File: src/rtl/brq_mem_pkg.sv
// Shared types and default sizing for the IF/LSU memory arbiter.
package brq_mem_pkg;

  localparam int BRQ_DATA_W   = 32;
  localparam int BRQ_ADDR_W   = 15;
  localparam int BRQ_BE_W     = BRQ_DATA_W / 8;
  localparam int BRQ_MAX_WAIT = 4;

  // Requester identity, also used as the registered response owner tag.
  typedef enum logic {
    PORT_IF  = 1'b0,
    PORT_LSU = 1'b1
  } brq_port_e;

  // Fields of one memory request as presented by a requester.
  typedef struct packed {
    logic [BRQ_ADDR_W-1:0] addr;
    logic                  we;
    logic [BRQ_BE_W-1:0]   be;
    logic [BRQ_DATA_W-1:0] wdata;
  } brq_mem_req_t;

endpackage

File: src/rtl/brq_mem_arbiter_if.sv
// Bundle of the two requester ports and the memory macro port around the
// arbiter. The arbiter uses the slave view; the core/memory side uses master.
interface brq_mem_arbiter_if import brq_mem_pkg::*; #(
  parameter int DataWidth = BRQ_DATA_W,
  parameter int AddrWidth = BRQ_ADDR_W
) ();

  localparam int BeWidth = DataWidth / 8;

  // Instruction-fetch requester (port 0)
  logic                 if_req_valid;
  logic [AddrWidth-1:0] if_req_addr;
  logic                 if_req_we;
  logic [BeWidth-1:0]   if_req_be;
  logic [DataWidth-1:0] if_req_wdata;
  logic                 if_req_ready;
  logic                 if_rsp_valid;
  logic [DataWidth-1:0] if_rsp_rdata;

  // Load/store requester (port 1)
  logic                 lsu_req_valid;
  logic [AddrWidth-1:0] lsu_req_addr;
  logic                 lsu_req_we;
  logic [BeWidth-1:0]   lsu_req_be;
  logic [DataWidth-1:0] lsu_req_wdata;
  logic                 lsu_req_ready;
  logic                 lsu_rsp_valid;
  logic [DataWidth-1:0] lsu_rsp_rdata;

  // Single-port memory macro
  logic                 mem_req;
  logic                 mem_we;
  logic [AddrWidth-1:0] mem_addr;
  logic [BeWidth-1:0]   mem_be;
  logic [DataWidth-1:0] mem_wdata;
  logic                 mem_gnt;
  logic [DataWidth-1:0] mem_rdata;

  modport slave (
    input  if_req_valid, if_req_addr, if_req_we, if_req_be, if_req_wdata,
    output if_req_ready, if_rsp_valid, if_rsp_rdata,
    input  lsu_req_valid, lsu_req_addr, lsu_req_we, lsu_req_be, lsu_req_wdata,
    output lsu_req_ready, lsu_rsp_valid, lsu_rsp_rdata,
    output mem_req, mem_we, mem_addr, mem_be, mem_wdata,
    input  mem_gnt, mem_rdata
  );

  modport master (
    output if_req_valid, if_req_addr, if_req_we, if_req_be, if_req_wdata,
    input  if_req_ready, if_rsp_valid, if_rsp_rdata,
    output lsu_req_valid, lsu_req_addr, lsu_req_we, lsu_req_be, lsu_req_wdata,
    input  lsu_req_ready, lsu_rsp_valid, lsu_rsp_rdata,
    input  mem_req, mem_we, mem_addr, mem_be, mem_wdata,
    output mem_gnt, mem_rdata
  );

endinterface

File: src/rtl/brq_arb_starve_cnt.sv
// Saturating count of consecutive cycles the fetch port lost arbitration to
// the LSU. force_if_o rises once the count reaches MaxWait so the next
// contested cycle goes to fetch.
module brq_arb_starve_cnt import brq_mem_pkg::*; #(
  parameter int MaxWait = BRQ_MAX_WAIT
) (
  input  logic clk_i,
  input  logic rst_i,
  input  logic if_valid_i,
  input  logic gnt_i,
  input  logic if_acc_i,
  input  logic lsu_acc_i,
  output logic force_if_o
);

  localparam int                  CntWidth = $clog2(MaxWait + 1);
  localparam logic [CntWidth-1:0] CntMax   = CntWidth'(MaxWait);

  logic [CntWidth-1:0] wait_cnt_q;
  logic [CntWidth-1:0] wait_cnt_d;

  // Next count: fetch going idle wins over everything, a stalled memory
  // freezes the count, otherwise clear on a fetch grant or bump on a loss.
  always_comb begin
    // NOTE: default assignment first so every path assigns wait_cnt_d and no latch is inferred.
    wait_cnt_d = wait_cnt_q;
    if (!if_valid_i) begin
      wait_cnt_d = '0;
    end else if (!gnt_i) begin
      wait_cnt_d = wait_cnt_q;
    end else if (if_acc_i) begin
      wait_cnt_d = '0;
    end else if (lsu_acc_i && (wait_cnt_q != CntMax)) begin
      wait_cnt_d = wait_cnt_q + 1'b1;
    end
  end

  // Counter register with synchronous reset.
  always_ff @(posedge clk_i) begin
    // NOTE: non-blocking assignments for state so all registers update from pre-edge values.
    if (rst_i) begin
      wait_cnt_q <= '0;
    end else begin
      wait_cnt_q <= wait_cnt_d;
    end
  end

  assign force_if_o = (wait_cnt_q == CntMax);

endmodule

File: src/rtl/brq_mem_arbiter.sv
// Shares the single-port unified memory between instruction fetch and the
// LSU. LSU has fixed priority, fetch is guaranteed a grant after MaxWait
// consecutive losses, and every grant returns exactly one response on the
// following cycle to the port that issued it.
module brq_mem_arbiter import brq_mem_pkg::*; #(
  parameter int MaxWait = BRQ_MAX_WAIT
) (
  input logic                brq_clk,
  input logic                brq_rst,
  brq_mem_arbiter_if.slave   bus
);

  brq_mem_req_t if_req;
  brq_mem_req_t lsu_req;
  brq_mem_req_t win_req;
  brq_port_e    sel;
  logic         force_if;
  logic         accept;
  logic         if_acc;
  logic         lsu_acc;

  brq_port_e    owner_q;
  brq_port_e    owner_d;
  logic         pending_q;
  logic         pending_d;
  logic         rsp_live;

  // Starvation guard for the fetch port.
  brq_arb_starve_cnt #(
    .MaxWait (MaxWait)
  ) u_starve (
    .clk_i      (brq_clk),
    .rst_i      (brq_rst),
    .if_valid_i (bus.if_req_valid),
    .gnt_i      (bus.mem_gnt),
    .if_acc_i   (if_acc),
    .lsu_acc_i  (lsu_acc),
    .force_if_o (force_if)
  );

  // Winner selection and acceptance; held off entirely while in reset so
  // nothing reaches the memory or the pending register.
  always_comb begin
    if_req  = '{addr: bus.if_req_addr, we: bus.if_req_we,
                be: bus.if_req_be, wdata: bus.if_req_wdata};
    lsu_req = '{addr: bus.lsu_req_addr, we: bus.lsu_req_we,
                be: bus.lsu_req_be, wdata: bus.lsu_req_wdata};
    sel     = (bus.if_req_valid && (!bus.lsu_req_valid || force_if)) ? PORT_IF : PORT_LSU;
    accept  = bus.mem_gnt && (bus.if_req_valid || bus.lsu_req_valid) && !brq_rst;
    if_acc  = accept && (sel == PORT_IF);
    lsu_acc = accept && (sel == PORT_LSU);
    win_req = (sel == PORT_IF) ? if_req : lsu_req;
  end

  // Memory-side field mux; fields are zero whenever nothing is accepted.
  always_comb begin
    bus.mem_req   = accept;
    bus.mem_we    = 1'b0;
    bus.mem_addr  = '0;
    bus.mem_be    = '0;
    bus.mem_wdata = '0;
    if (accept) begin
      bus.mem_we    = win_req.we;
      bus.mem_addr  = win_req.addr;
      bus.mem_be    = win_req.be;
      bus.mem_wdata = win_req.wdata;
    end
  end

  assign bus.if_req_ready  = if_acc;
  assign bus.lsu_req_ready = lsu_acc;

  // Next owner/pending: a grant this cycle owes a response next cycle.
  always_comb begin
    pending_d = accept;
    owner_d   = owner_q;
    if (accept) begin
      owner_d = sel;
    end
  end

  // Owner tag and pending bit; reset drops any response in flight.
  always_ff @(posedge brq_clk) begin
    if (brq_rst) begin
      pending_q <= 1'b0;
      owner_q   <= PORT_IF;
    end else begin
      pending_q <= pending_d;
      owner_q   <= owner_d;
    end
  end

  // Response routing: only the owning port sees valid and read data. A
  // response owed during a reset cycle is suppressed.
  always_comb begin
    rsp_live          = pending_q && !brq_rst;
    bus.if_rsp_valid  = rsp_live && (owner_q == PORT_IF);
    bus.lsu_rsp_valid = rsp_live && (owner_q == PORT_LSU);
    bus.if_rsp_rdata  = bus.if_rsp_valid  ? bus.mem_rdata : '0;
    bus.lsu_rsp_rdata = bus.lsu_rsp_valid ? bus.mem_rdata : '0;
  end

endmodule

File: src/flat_wrapper.sv
// flat-port wrapper written by rule: the top's interface ports become plain ports
module brq_mem_arbiter_flat import brq_mem_pkg::*;
#(
  parameter int MaxWait = BRQ_MAX_WAIT
)
  (brq_clk, brq_rst, bus_if_req_valid, bus_if_req_addr, bus_if_req_we, bus_if_req_be, bus_if_req_wdata, bus_if_req_ready, bus_if_rsp_valid, bus_if_rsp_rdata, bus_lsu_req_valid, bus_lsu_req_addr, bus_lsu_req_we, bus_lsu_req_be, bus_lsu_req_wdata, bus_lsu_req_ready, bus_lsu_rsp_valid, bus_lsu_rsp_rdata, bus_mem_req, bus_mem_we, bus_mem_addr, bus_mem_be, bus_mem_wdata, bus_mem_gnt, bus_mem_rdata);
  brq_mem_arbiter_if bus_i ();
  input logic brq_clk;
  input logic brq_rst;
  input wire logic [$bits(bus_i.if_req_valid)-1:0] bus_if_req_valid;
  input wire logic [$bits(bus_i.if_req_addr)-1:0] bus_if_req_addr;
  input wire logic [$bits(bus_i.if_req_we)-1:0] bus_if_req_we;
  input wire logic [$bits(bus_i.if_req_be)-1:0] bus_if_req_be;
  input wire logic [$bits(bus_i.if_req_wdata)-1:0] bus_if_req_wdata;
  output wire logic [$bits(bus_i.if_req_ready)-1:0] bus_if_req_ready;
  output wire logic [$bits(bus_i.if_rsp_valid)-1:0] bus_if_rsp_valid;
  output wire logic [$bits(bus_i.if_rsp_rdata)-1:0] bus_if_rsp_rdata;
  input wire logic [$bits(bus_i.lsu_req_valid)-1:0] bus_lsu_req_valid;
  input wire logic [$bits(bus_i.lsu_req_addr)-1:0] bus_lsu_req_addr;
  input wire logic [$bits(bus_i.lsu_req_we)-1:0] bus_lsu_req_we;
  input wire logic [$bits(bus_i.lsu_req_be)-1:0] bus_lsu_req_be;
  input wire logic [$bits(bus_i.lsu_req_wdata)-1:0] bus_lsu_req_wdata;
  output wire logic [$bits(bus_i.lsu_req_ready)-1:0] bus_lsu_req_ready;
  output wire logic [$bits(bus_i.lsu_rsp_valid)-1:0] bus_lsu_rsp_valid;
  output wire logic [$bits(bus_i.lsu_rsp_rdata)-1:0] bus_lsu_rsp_rdata;
  output wire logic [$bits(bus_i.mem_req)-1:0] bus_mem_req;
  output wire logic [$bits(bus_i.mem_we)-1:0] bus_mem_we;
  output wire logic [$bits(bus_i.mem_addr)-1:0] bus_mem_addr;
  output wire logic [$bits(bus_i.mem_be)-1:0] bus_mem_be;
  output wire logic [$bits(bus_i.mem_wdata)-1:0] bus_mem_wdata;
  input wire logic [$bits(bus_i.mem_gnt)-1:0] bus_mem_gnt;
  input wire logic [$bits(bus_i.mem_rdata)-1:0] bus_mem_rdata;
  assign bus_i.if_req_valid = bus_if_req_valid;
  assign bus_i.if_req_addr = bus_if_req_addr;
  assign bus_i.if_req_we = bus_if_req_we;
  assign bus_i.if_req_be = bus_if_req_be;
  assign bus_i.if_req_wdata = bus_if_req_wdata;
  assign bus_if_req_ready = bus_i.if_req_ready;
  assign bus_if_rsp_valid = bus_i.if_rsp_valid;
  assign bus_if_rsp_rdata = bus_i.if_rsp_rdata;
  assign bus_i.lsu_req_valid = bus_lsu_req_valid;
  assign bus_i.lsu_req_addr = bus_lsu_req_addr;
  assign bus_i.lsu_req_we = bus_lsu_req_we;
  assign bus_i.lsu_req_be = bus_lsu_req_be;
  assign bus_i.lsu_req_wdata = bus_lsu_req_wdata;
  assign bus_lsu_req_ready = bus_i.lsu_req_ready;
  assign bus_lsu_rsp_valid = bus_i.lsu_rsp_valid;
  assign bus_lsu_rsp_rdata = bus_i.lsu_rsp_rdata;
  assign bus_mem_req = bus_i.mem_req;
  assign bus_mem_we = bus_i.mem_we;
  assign bus_mem_addr = bus_i.mem_addr;
  assign bus_mem_be = bus_i.mem_be;
  assign bus_mem_wdata = bus_i.mem_wdata;
  assign bus_i.mem_gnt = bus_mem_gnt;
  assign bus_i.mem_rdata = bus_mem_rdata;
  brq_mem_arbiter #(.MaxWait(MaxWait)) u_core (.brq_clk(brq_clk), .brq_rst(brq_rst), .bus(bus_i));
endmodule
File: config.mk
export PLATFORM = sky130hd
export DESIGN_NAME = brq_mem_arbiter_flat
export DESIGN_NICKNAME = d
export VERILOG_FILES = /design/src/rtl/brq_mem_pkg.sv /design/src/rtl/brq_mem_arbiter_if.sv /design/src/rtl/brq_arb_starve_cnt.sv /design/src/rtl/brq_mem_arbiter.sv /design/src/flat_wrapper.sv
export SDC_FILE = /design/constraint.sdc
export NUM_CORES = 1
export LEC_CHECK = 0
export BUFFER_PORTS_ARGS = -buffer_cell sky130_fd_sc_hd__buf_2
export CORE_AREA = 4 4 99 101
export CTS_CLUSTER_SIZE = 20
export DETAILED_ROUTE_END_ITERATION = 6
export DIE_AREA = 0 0 103 105
export SKIP_CTS_REPAIR_TIMING = 1
export SYNTH_ARGS = -nofsm -noshare
export SYNTH_HDL_FRONTEND = slang
export SYNTH_SLANG_ARGS = --single-unit
File: constraint.sdc
create_clock -name brq_clk -period 3.5 [get_ports brq_clk]
set_input_delay 0.525 -clock brq_clk [delete_from_list [all_inputs] [get_ports brq_clk]]
set_output_delay 0.525 -clock brq_clk [all_outputs]
set_load 0.005 [all_outputs]
After elaboration in Yosys (flattened, before gate mapping)
Index checks and enable logic that the tools add are counted.
- add/sub/neg operators: 1
- equality and inequality tests: 2
- multiplexer cells: 10
- bitwise logic cells: 2
- reductions and logical operators: 16
- operators with widths (kind ; count):
    $mux 32 ; 3
    $mux 52 ; 1
    $mux 15 ; 1
    $logic_and 1x1->1 ; 9
    $mux 3 ; 2
    $mux 4 ; 1
    $add 3x1->3 const B ; 1
    $eq 3x3->1 const B ; 1
    $ne 3x3->1 const B ; 1
    $logic_not 1->1 ; 2
    $logic_or 1x1->1 ; 2
    $mux 1 ; 2
    $not 1->1 ; 2
    $reduce_and 2->1 ; 1
    $reduce_bool 2->1 ; 1
    $reduce_or 2->1 ; 1
- register bits: 5
- input bits: 141
- output and inout bits: 121
- word-level logic and storage cells: 34

Longest topological paths before layout
Gate-level depths: netlist (run 1).
- depth after elaboration: 8
- gate-level depth with buffers: 7
- depth with buffers taken out: 5

By module
From an unflattened synthesis (run 1), not the netlist that was laid out.
- cells, all modules: 170
- area, all modules: 1301.2 µm²
- modules (own cells, without submodules) (module ; instances ; cells each ; area an instance (µm²) ; seq. area each (µm²)):
    brq_mem_arbiter ; 1 ; 147 ; 1093.5 ; 40.0
    brq_arb_starve_cnt ; 1 ; 23 ; 207.7 ; 60.1

Worst setup path before layout (run 1)
No wires, ideal clock.
- kind: input -> output
- start point: input brq_rst
- end point: output bus_mem_addr[0]
- data arrival time: 1381 ps
- required time: 2975 ps
- slack: 1594 ps
- stages: 4
- buffers on the path: 1
- path through: nand2b_4 -> a211oi_4 -> buf_6 -> a22o_1
- word-level cells in the longest chain between the ends: 3
- ends and longest elaborated chain (what ; RTL line ; RTL):
    start, declared ; flat_wrapper.sv:9 ; input logic brq_rst;
    $logic_not 1->1 ; brq_mem_arbiter.sv:49 ; accept = bus.mem_gnt && (bus.if_req_valid || bus.lsu_req_valid) && !brq_rst;
    $logic_and 1x1->1 ; brq_mem_arbiter.sv:49 ;
    $mux 15 ; brq_mem_arbiter.sv:62 ; if (accept) begin
    end, declared ; flat_wrapper.sv:28 ; output wire logic [$bits(bus_i.mem_addr)-1:0] bus_mem_addr;
No other way between the ends.

Worst setup path in the final report (run 1)
- start point: register u_core.u_starve.wait_cnt_q[0]
- end point: output bus_mem_wdata[8]
- word-level cells in the longest chain between the ends: 5
- ends and longest elaborated chain (what ; RTL line ; RTL):
    start, declared ; brq_arb_starve_cnt.sv:19 ; logic [CntWidth-1:0] wait_cnt_q;
    start signal, assigned ; brq_arb_starve_cnt.sv:44 ; wait_cnt_q <= wait_cnt_d;
    $eq 3x3->1 ; brq_arb_starve_cnt.sv:48 ; assign force_if_o = (wait_cnt_q == CntMax);
    $logic_or 1x1->1 ; brq_mem_arbiter.sv:48 ; sel = (bus.if_req_valid && (!bus.lsu_req_valid || force_if)) ? PORT_IF : PORT_LSU;
    $logic_and 1x1->1 ; brq_mem_arbiter.sv:48 ;
    $mux 52 ; brq_mem_arbiter.sv:52 ; win_req = (sel == PORT_IF) ? if_req : lsu_req;
    $mux 32 ; brq_mem_arbiter.sv:62 ;
    end, declared ; flat_wrapper.sv:30 ; output wire logic [$bits(bus_i.mem_wdata)-1:0] bus_mem_wdata;
No other way between the ends.

==> results of run 1 <==
## report_power, final
group	internal, uW	switching (uW)	leakage (uW)
registers	59.2	0.994	0.0000408
clock network	78.5	31.3	0.0000228
logic	111	83.5	0.00171
total	248	116	0.00177
## cell type report
class | count | area (um2) | share of cell area (%)
flip-flops and latches | 5 | 100 | 3.67
well taps | 111 | 139 | 5.09
inverters | 5 | 18.8 | 0.687
multi-input cells | 144 | 1090 | 40.0
clock buffers | 4 | 45.0 | 1.65
repair buffers | 265 | 1340 | 48.9
## metal layers
layer  global-route usage (%)  wire, um  share of wire, %
met1                     15.6      3070                39
met2                     22.0      3740                47
met3                     2.80       999                13
met4                     2.87        88               1.1
met5                        0         0                 0
## cell usage in the layout (no fill, tap or decap), drive strengths merged
master   Yosys  final
a21o         1      1
a22o        52     52
clkbuf       5      4
o21a         1      1
ha           2      2
nand3        1      1
o211a        1      1
dfxtp        5      5
a2111oi      1      1
or3b         1      1
o21ai        2      2
nor3b        2      2
a211oi       1      1
nor2         4      4
nand2        3      3
and4b        1      1
nand4        1      1
and2        65     65
nand2b       2      2
buf         12    265
a21oi        3      3
inv          5      5
## flip-flops by register name, indices dropped and copies added (netlist names)
name and flops:
u_core.pending_q 1, u_core.u_starve.wait_cnt_q 3, u_core.owner_q 1
## per-stage QoR
stage	utilization (%)	instance area (um2)	hold slack [ps]	cells
finish	30.3	2730	493	534
global route	30.3	2730	505	534
CTS	30.3	2730	487	534
detailed placement	29.8	2690	481	530
global placement	29.8	2690	463	530
floorplan	-	1350	451	171
## worst max path at each step
stage / cells after the start / startpoint / to
2_1_floorplan: 4 / brq_rst / bus_mem_addr[0]
3_3_place_gp: 6 / bus_if_req_valid / bus_mem_wdata[5]
3_5_place_dp: 6 / bus_if_req_valid / bus_mem_wdata[8]
4_1_cts: 7 / u_core.u_starve.wait_cnt_q[0]$_SDFFE_PP0P_ / bus_mem_wdata[8]
5_1_grt: 7 / u_core.u_starve.wait_cnt_q[0]$_SDFFE_PP0P_ / bus_mem_wdata[12]
6_report: 7 / u_core.u_starve.wait_cnt_q[0]$_SDFFE_PP0P_ / bus_mem_wdata[8]
## worst reg2reg max path, stage by stage, from the launching register on
cell and delay, ps:
dfxtp_1 340, inv_1 70, ha_1 280, nand2_1 40, or3b_2 440, a21oi_1 120
## cell families after synthesis
family                   after synthesis  synth area share (%)
flip-flops                             5                  7.44
AND/OR/NAND/NOR                       80                  37.3
AO/OA/AOI/OAI                         62                  41.1
adder cells (fa/ha/maj)                2                  1.86
buffers and inverters                 22                  12.4
==> results.txt, run 1 <==
top post-synthesis cells by area - a22o_1 33%, and2_1 30%, buf_6 9.2%
reg-to-reg setup timing slack - 2130 ps
Final period util - 81.0%
H-Tree Depth - 1
total gr overflow - 0
Hold Path Class - register to register
Hold Crit Endpoint - u_core.u_starve.wait_cnt_q[1]$_SDFFE_PP0P_
number of max-cap violations - 0
reg2reg start - u_core.u_starve.wait_cnt_q[0]$_SDFFE_PP0P_
VDD IR-drop max - 139 uV
Setup-failing EPs final - 0
TNS Setup - 0 ps
Synth Instances - 171
final worst setup slack - 666 ps
unrepaired setup endpoints after global routing - false
IO Pins - 262
Mean Syn Cell Area - 7.87 um2
Seq cells post-synth - 5
fillers - 989
CP bufs+invs - 3
DRC Markers - 0
critical path, cell by cell - inv_1 > ha_1 > nand3_1 > and4b_2 > buf_4 > a22o_1 > buf_2
Via Count - 2326
first-pass GRT wire length - 10900 um
Max-Slew Margin vs Limit - 55.9%
gr usage total - 12.6%
Area Growth Syn to Fin - 103%
Worst-Margin Slew - 661 ps
top_reg_cell synth - dfxtp_1
Hold Startpoint - u_core.u_starve.wait_cnt_q[1]$_SDFFE_PP0P_
Mapped Area - 0.00135 mm2
most instantiated cells after synthesis - 64 x and2_1, 50 x a22o_1, 11 x buf_6
number of cell rows - 35
Placer Congestion - 0.911
crit-path leading delay family - simple AND/OR/NAND/NOR gates
CTS Sinks - 5
crit end category - output port
largest net degree at the start of global routing - 54
Die W - 103 um
yosys warns - 0
Setup Skew - 4.03 ps
max-slew violations - 0
worst slack, placed - 831 ps
share of layout cells above drive strength 1 - 66.0%
Setup CP Type - register to output port
DRT Pass-1 Iters - 4
Starting Density - 14.9%
Iter 0 DRT Violations - 74
CTS tree - built
Routed Antenna Nets - 0
Die Y-Extent - 105 um
die area - 0.0108 mm2
leakage - 0.00177 uW
status - finished clean
Post-synth EDFFs - 0
R2R depth - 5
data arrival time of the worst path - 2310 ps
worst skew pair latency - 220 ps
worst-path maximum fanout - 34
Hold Path Stages - 2
highest-delay cell along the critical path - and4b_2
Antenna Cells - 0
synth unique cells - 27
clk buf depth - 2
r2r endpoint - u_core.u_starve.wait_cnt_q[1]$_SDFFE_PP0P_
Tot Pwr - 364 uW
Final Hold Viols - 0
dpl hpwl - 6640 um
fmax - 353 MHz
Synth area leader - a22o_1
Worst EP required - 2970 ps
port buffer count - 261
Final #Nets - 567
Clock Tree Root - clkbuf_8
initial antenna violation count - 0
CP max stage delay - 680 ps
final wirelength - 7900 um
Tmin final - 2830 ps
Worst-path clk slew - 40 ps
startpoint types - register
clock buffer count from CTS - 3
Power Dens Cells - 133 mW/mm2
Core Box Area - 0.00902 mm2
syn_nets - 314
part of the Yosys area used for sequential elements - 7.43%
asr flop ratio synth - 0%
share of Yosys cell area claimed by the top area cell type - 32.5%
vias per std cell - 4.36
WL/cell - 14.8 um
number of global-route vias before repair - 2253
most frequent cell after synthesis - and2_1
Note: power is estimated with default switching activity, not from simulation.
==> run 2: changes to the inputs <==
CORE_AREA = 4 4 100 102   (was 4 4 99 101)
DIE_AREA = 0 0 104 106   (was 0 0 103 105)
clock period = 2.4 ns   (was 3.5 ns; I/O delays follow)
==> results.txt, run 2 (synthesis gave the netlist of run 1 again) <==
CTS Sinks - 5
Hold Path Class - input port to register
total gr overflow - 0
Worst EP required - 2040 ps
startpoint types - register
GRT met2 Usage - 22.6%
Top reg by flops - u_core.u_starve.wait_cnt_q
CP max stage delay - 380 ps
Tot Pwr - 530 uW
most common cell after layout, fill and taps aside - buf_2
CTS tree - built
critical path, cell by cell - inv_1 > ha_1 > nand3_1 > and4b_4 > buf_4 > a22o_1 > buf_2
highest-delay cell along the critical path - and4b_4
clock buffer count from CTS - 3
Setup-failing EPs final - 0
leakage - 0.00178 uW
WL/cell - 14.2 um
Power Dens Cells - 192 mW/mm2
Antenna Cells - 0
initial antenna violation count - 0
placed cell area - 0.00272 mm2
Setup Skew - 1.69 ps
DRC Markers - 0
Most Crowded Layer GR - met2
IO Pins - 262
dpl hpwl - 6580 um
Setup CP Type - register to output port
Final Hold Viols - 0
most frequent cells in the layout - 261 x buf_2, 64 x and2_1, 50 x a22o_1
DRT Pass-1 Iters - 4
crit end category - output port
crit-path leading delay family - simple AND/OR/NAND/NOR gates
gr usage total - 12.4%
number of global-route vias before repair - 2346
Worst-path clk slew - 40 ps
Worst-Margin Slew - 350 ps
share of layout cells above drive strength 1 - 66.0%
met1 Resource Use GR - 14.1%
H-Tree Depth - 1
unrepaired setup endpoints after global routing - false
worst-path maximum fanout - 11
Post-Layout Cell Count - 535
Core Box Area - 0.00911 mm2
Placer Congestion - 0.890
VDD IR-drop max - 211 uV
die area - 0.0110 mm2
number of cell rows - 35
vias per std cell - 4.35
first-pass GRT wire length - 11600 um
worst skew pair latency - 220 ps
Tmin final - 2230 ps
Via Count - 2327
number of max-cap violations - 0
Die Y-Extent - 106 um
Max-Slew Margin vs Limit - 76.0%
dpl cells - 531
port buffer count - 261
Iter 0 DRT Violations - 94
clk buf depth - 2
Final period util - 92.7%
fmax - 449 MHz
max reg flops - 3
Area Growth Syn to Fin - 105%
final wirelength - 7620 um
Die W - 104 um
largest net degree at the start of global routing - 54
Starting Density - 14.8%
fillers - 974
data arrival time of the worst path - 1870 ps
Clock Tree Root - clkbuf_8
met3 Track Usage GR - 4.80%
TNS Setup - 0 ps
Finished Cell Area - 0.00277 mm2
CP bufs+invs - 3
Final #Nets - 568
status - finished clean
Routed Antenna Nets - 0
Top Registers - u_core.u_starve.wait_cnt_q: 3 flops, u_core.owner_q: 1 flops, u_core.pending_q: 1 flops
max-slew violations - 0
run 2: cell types whose count changed in the layout (fill, tap and decap cells not counted), sizes merged:
cell  change
buf       +1
run 2: final timing paths:
check | from | to | slack [ps] | depth (start not counted)
worst min-delay path | bus_if_req_valid | u_core.u_starve.wait_cnt_q[1]$_SDFFE_PP0P_ | 460 | 3
worst max-delay path | u_core.u_starve.wait_cnt_q[0]$_SDFFE_PP0P_ | bus_mem_wdata[20] | 170 | 7
worst max register to register | u_core.u_starve.wait_cnt_q[0]$_SDFFE_PP0P_ | u_core.u_starve.wait_cnt_q[1]$_SDFFE_PP0P_ | 1030 | 5
worst min register to register | u_core.u_starve.wait_cnt_q[0]$_SDFFE_PP0P_ | u_core.u_starve.wait_cnt_q[0]$_SDFFE_PP0P_ | 470 | 2
run 2: area by class of cell:
cell class                      count  area [um2]  area share (%)
Inverter                            5        18.8           0.679
Clock buffer                        4        45.0            1.63
Timing Repair Buffer              266        1370            49.5
Sequential cell                     5         100            3.62
Multi-Input combinational cell    144        1090            39.5
Tap cell                          111         139            5.02
run 2: report_power, final:
group          switching (uW)  internal [uW]  leakage (uW)  total (uW)
clock                    41.8            114     0.0000228         156
combinational             121            165       0.00172         286
sequential               1.56           86.5     0.0000408        88.0
total                     164            366       0.00178         530
run 2: worst reg2reg max path, stage by stage (launching register included):
cell,delay (ps)
dfxtp_1,340
inv_1,70
ha_1,220
nand3_1,110
or3b_2,440
a21oi_1,120
run 2: routing by layer:
metal / up-vias / routed length (um)
met5: - / 0
met4: 0 / 33
met3: 4 / 895
met2: 164 / 3840
met1: 1034 / 2850
li1: 1125 / -
run 2: stage by stage:
stage	hold slack [ps]	setup WS [ps]	utilization, %
after floorplan	451	672	-
after global placement	469	362	29.8
after detailed placement	471	341	29.8
after CTS	458	88.1	30.3
after global routing	466	58.2	30.4
final	461	174	30.4
==> run 3: changes to the inputs <==
SETUP_SLACK_MARGIN = 0.3   (was not set)
==> results.txt, run 3 (synthesis gave the netlist of run 1 again) <==
Final #Nets - 585
status - finished clean
Starting Density - 14.8%
largest net degree at the start of global routing - 54
number of global-route vias before repair - 2346
Clock Tree Root - clkbuf_8
CP max stage delay - 370 ps
worst-path maximum fanout - 7
Setup-failing EPs final - 0
Tmin final - 2090 ps
crit-path leading delay family - simple AND/OR/NAND/NOR gates
startpoint types - register
Post-Layout Cell Count - 552
unrepaired setup endpoints after global routing - true
Worst-path clk slew - 40 ps
number of cell rows - 35
fmax - 478 MHz
Final Hold Viols - 0
Placer Congestion - 0.890
Routed Antenna Nets - 0
number of max-cap violations - 0
CTS Sinks - 5
Setup CP Type - register to output port
CP bufs+invs - 3
Power Dens Cells - 187 mW/mm2
TNS Setup - 0 ps
Area Growth Syn to Fin - 125%
port buffer count - 261
most frequent cells in the layout - 261 x buf_2, 64 x and2_1, 50 x a22o_1
max-slew violations - 0
first-pass GRT wire length - 11600 um
final wirelength - 9000 um
clock buffer count from CTS - 3
Top reg by flops - u_core.u_starve.wait_cnt_q
gr usage total - 12.4%
Via Count - 2473
vias per std cell - 4.48
dpl cells - 531
CTS tree - built
H-Tree Depth - 1
Finished Cell Area - 0.00302 mm2
dpl hpwl - 6580 um
leakage - 0.00190 uW
worst skew pair latency - 220 ps
placed cell area - 0.00272 mm2
Worst-Margin Slew - 348 ps
VDD IR-drop max - 212 uV
total gr overflow - 0
highest-delay cell along the critical path - and4b_4
Die W - 104 um
Setup Skew - 2.22 ps
Core Box Area - 0.00911 mm2
DRT Pass-1 Iters - 4
Iter 0 DRT Violations - 139
IO Pins - 262
Hold Path Class - input port to register
Worst EP required - 2040 ps
die area - 0.0110 mm2
initial antenna violation count - 0
Top Registers - u_core.u_starve.wait_cnt_q: 3 flops, u_core.owner_q: 1 flops, u_core.pending_q: 1 flops
data arrival time of the worst path - 1730 ps
Max-Slew Margin vs Limit - 76.2%
DRC Markers - 0
Final period util - 87.2%
Antenna Cells - 0
crit end category - output port
most common cell after layout, fill and taps aside - buf_2
Die Y-Extent - 106 um
share of layout cells above drive strength 1 - 68.7%
max reg flops - 3
clk buf depth - 2
critical path, cell by cell - inv_2 > ha_4 > nand3_2 > and4b_4 > buf_4 > a22o_1 > buf_2
WL/cell - 16.3 um
## run 3: changes by cell type in the layout (fill, tap and decap cells not counted), sizes merged
cell | before | now
and4b | 1 | 2
clkbuf | 4 | 8
buf | 266 | 278
## run 3: layer usage
metal,GRT usage [%],share of wire (%),routed length [um]
met5,0,0,0
met4,1.61,0.63,57
met3,4.80,11,997
met2,22.6,51,4590
met1,14.1,37,3350
## run 3: final timing paths
path / from / endpoint / slack [ps] / depth (start not counted)
setup / recovery: u_core.u_starve.wait_cnt_q[0]$_SDFFE_PP0P_ / bus_mem_addr[11] / 310 / 7
hold / removal: bus_if_req_valid / u_core.u_starve.wait_cnt_q[0]$_SDFFE_PP0P_ / 470 / 3
setup reg to reg: u_core.u_starve.wait_cnt_q[0]$_SDFFE_PP0P_ / u_core.u_starve.wait_cnt_q[2]$_SDFFE_PP0P_ / 930 / 5
hold reg to reg: u_core.u_starve.wait_cnt_q[0]$_SDFFE_PP0P_ / u_core.u_starve.wait_cnt_q[0]$_SDFFE_PP0P_ / 480 / 2
## run 3: worst register-to-register path: cells and delay by family, from the launching register on
family	cells	cell delay [ps]
buffers and inverters	1	130
adder cells (fa/ha/maj)	1	200
AND/OR/NAND/NOR	1	190
AO/OA/AOI/OAI	2	580
flip-flops	1	320
## run 3: report_power, final
part / total [uW] / leakage [uW] / switching, uW / internal [uW]
Sequential: 88.3 / 0.0000418 / 1.72 / 86.6
Clock: 157 / 0.0000228 / 42.5 / 114
Combinational: 321 / 0.00184 / 135 / 186
## run 3: final cells by class
cell class	count	area [um2]
Timing Repair Buffer	282	1590
Multi-Input combinational cell	145	1130
Tap cell	111	139
Sequential cell	5	103
Clock buffer	4	45.0
Fill cell	964	6090
Inverter	5	18.8
## run 3: metrics by stage
stage,total power (uW),hold WS (ps),setup WS (ps),util [%]
after detailed placement,376,471,341,29.8
after global routing,609,475,231,33.2
final,566,473,308,33.2
after global placement,374,469,362,29.8
after CTS,539,458,88.1,30.3
after floorplan,191,451,672,-
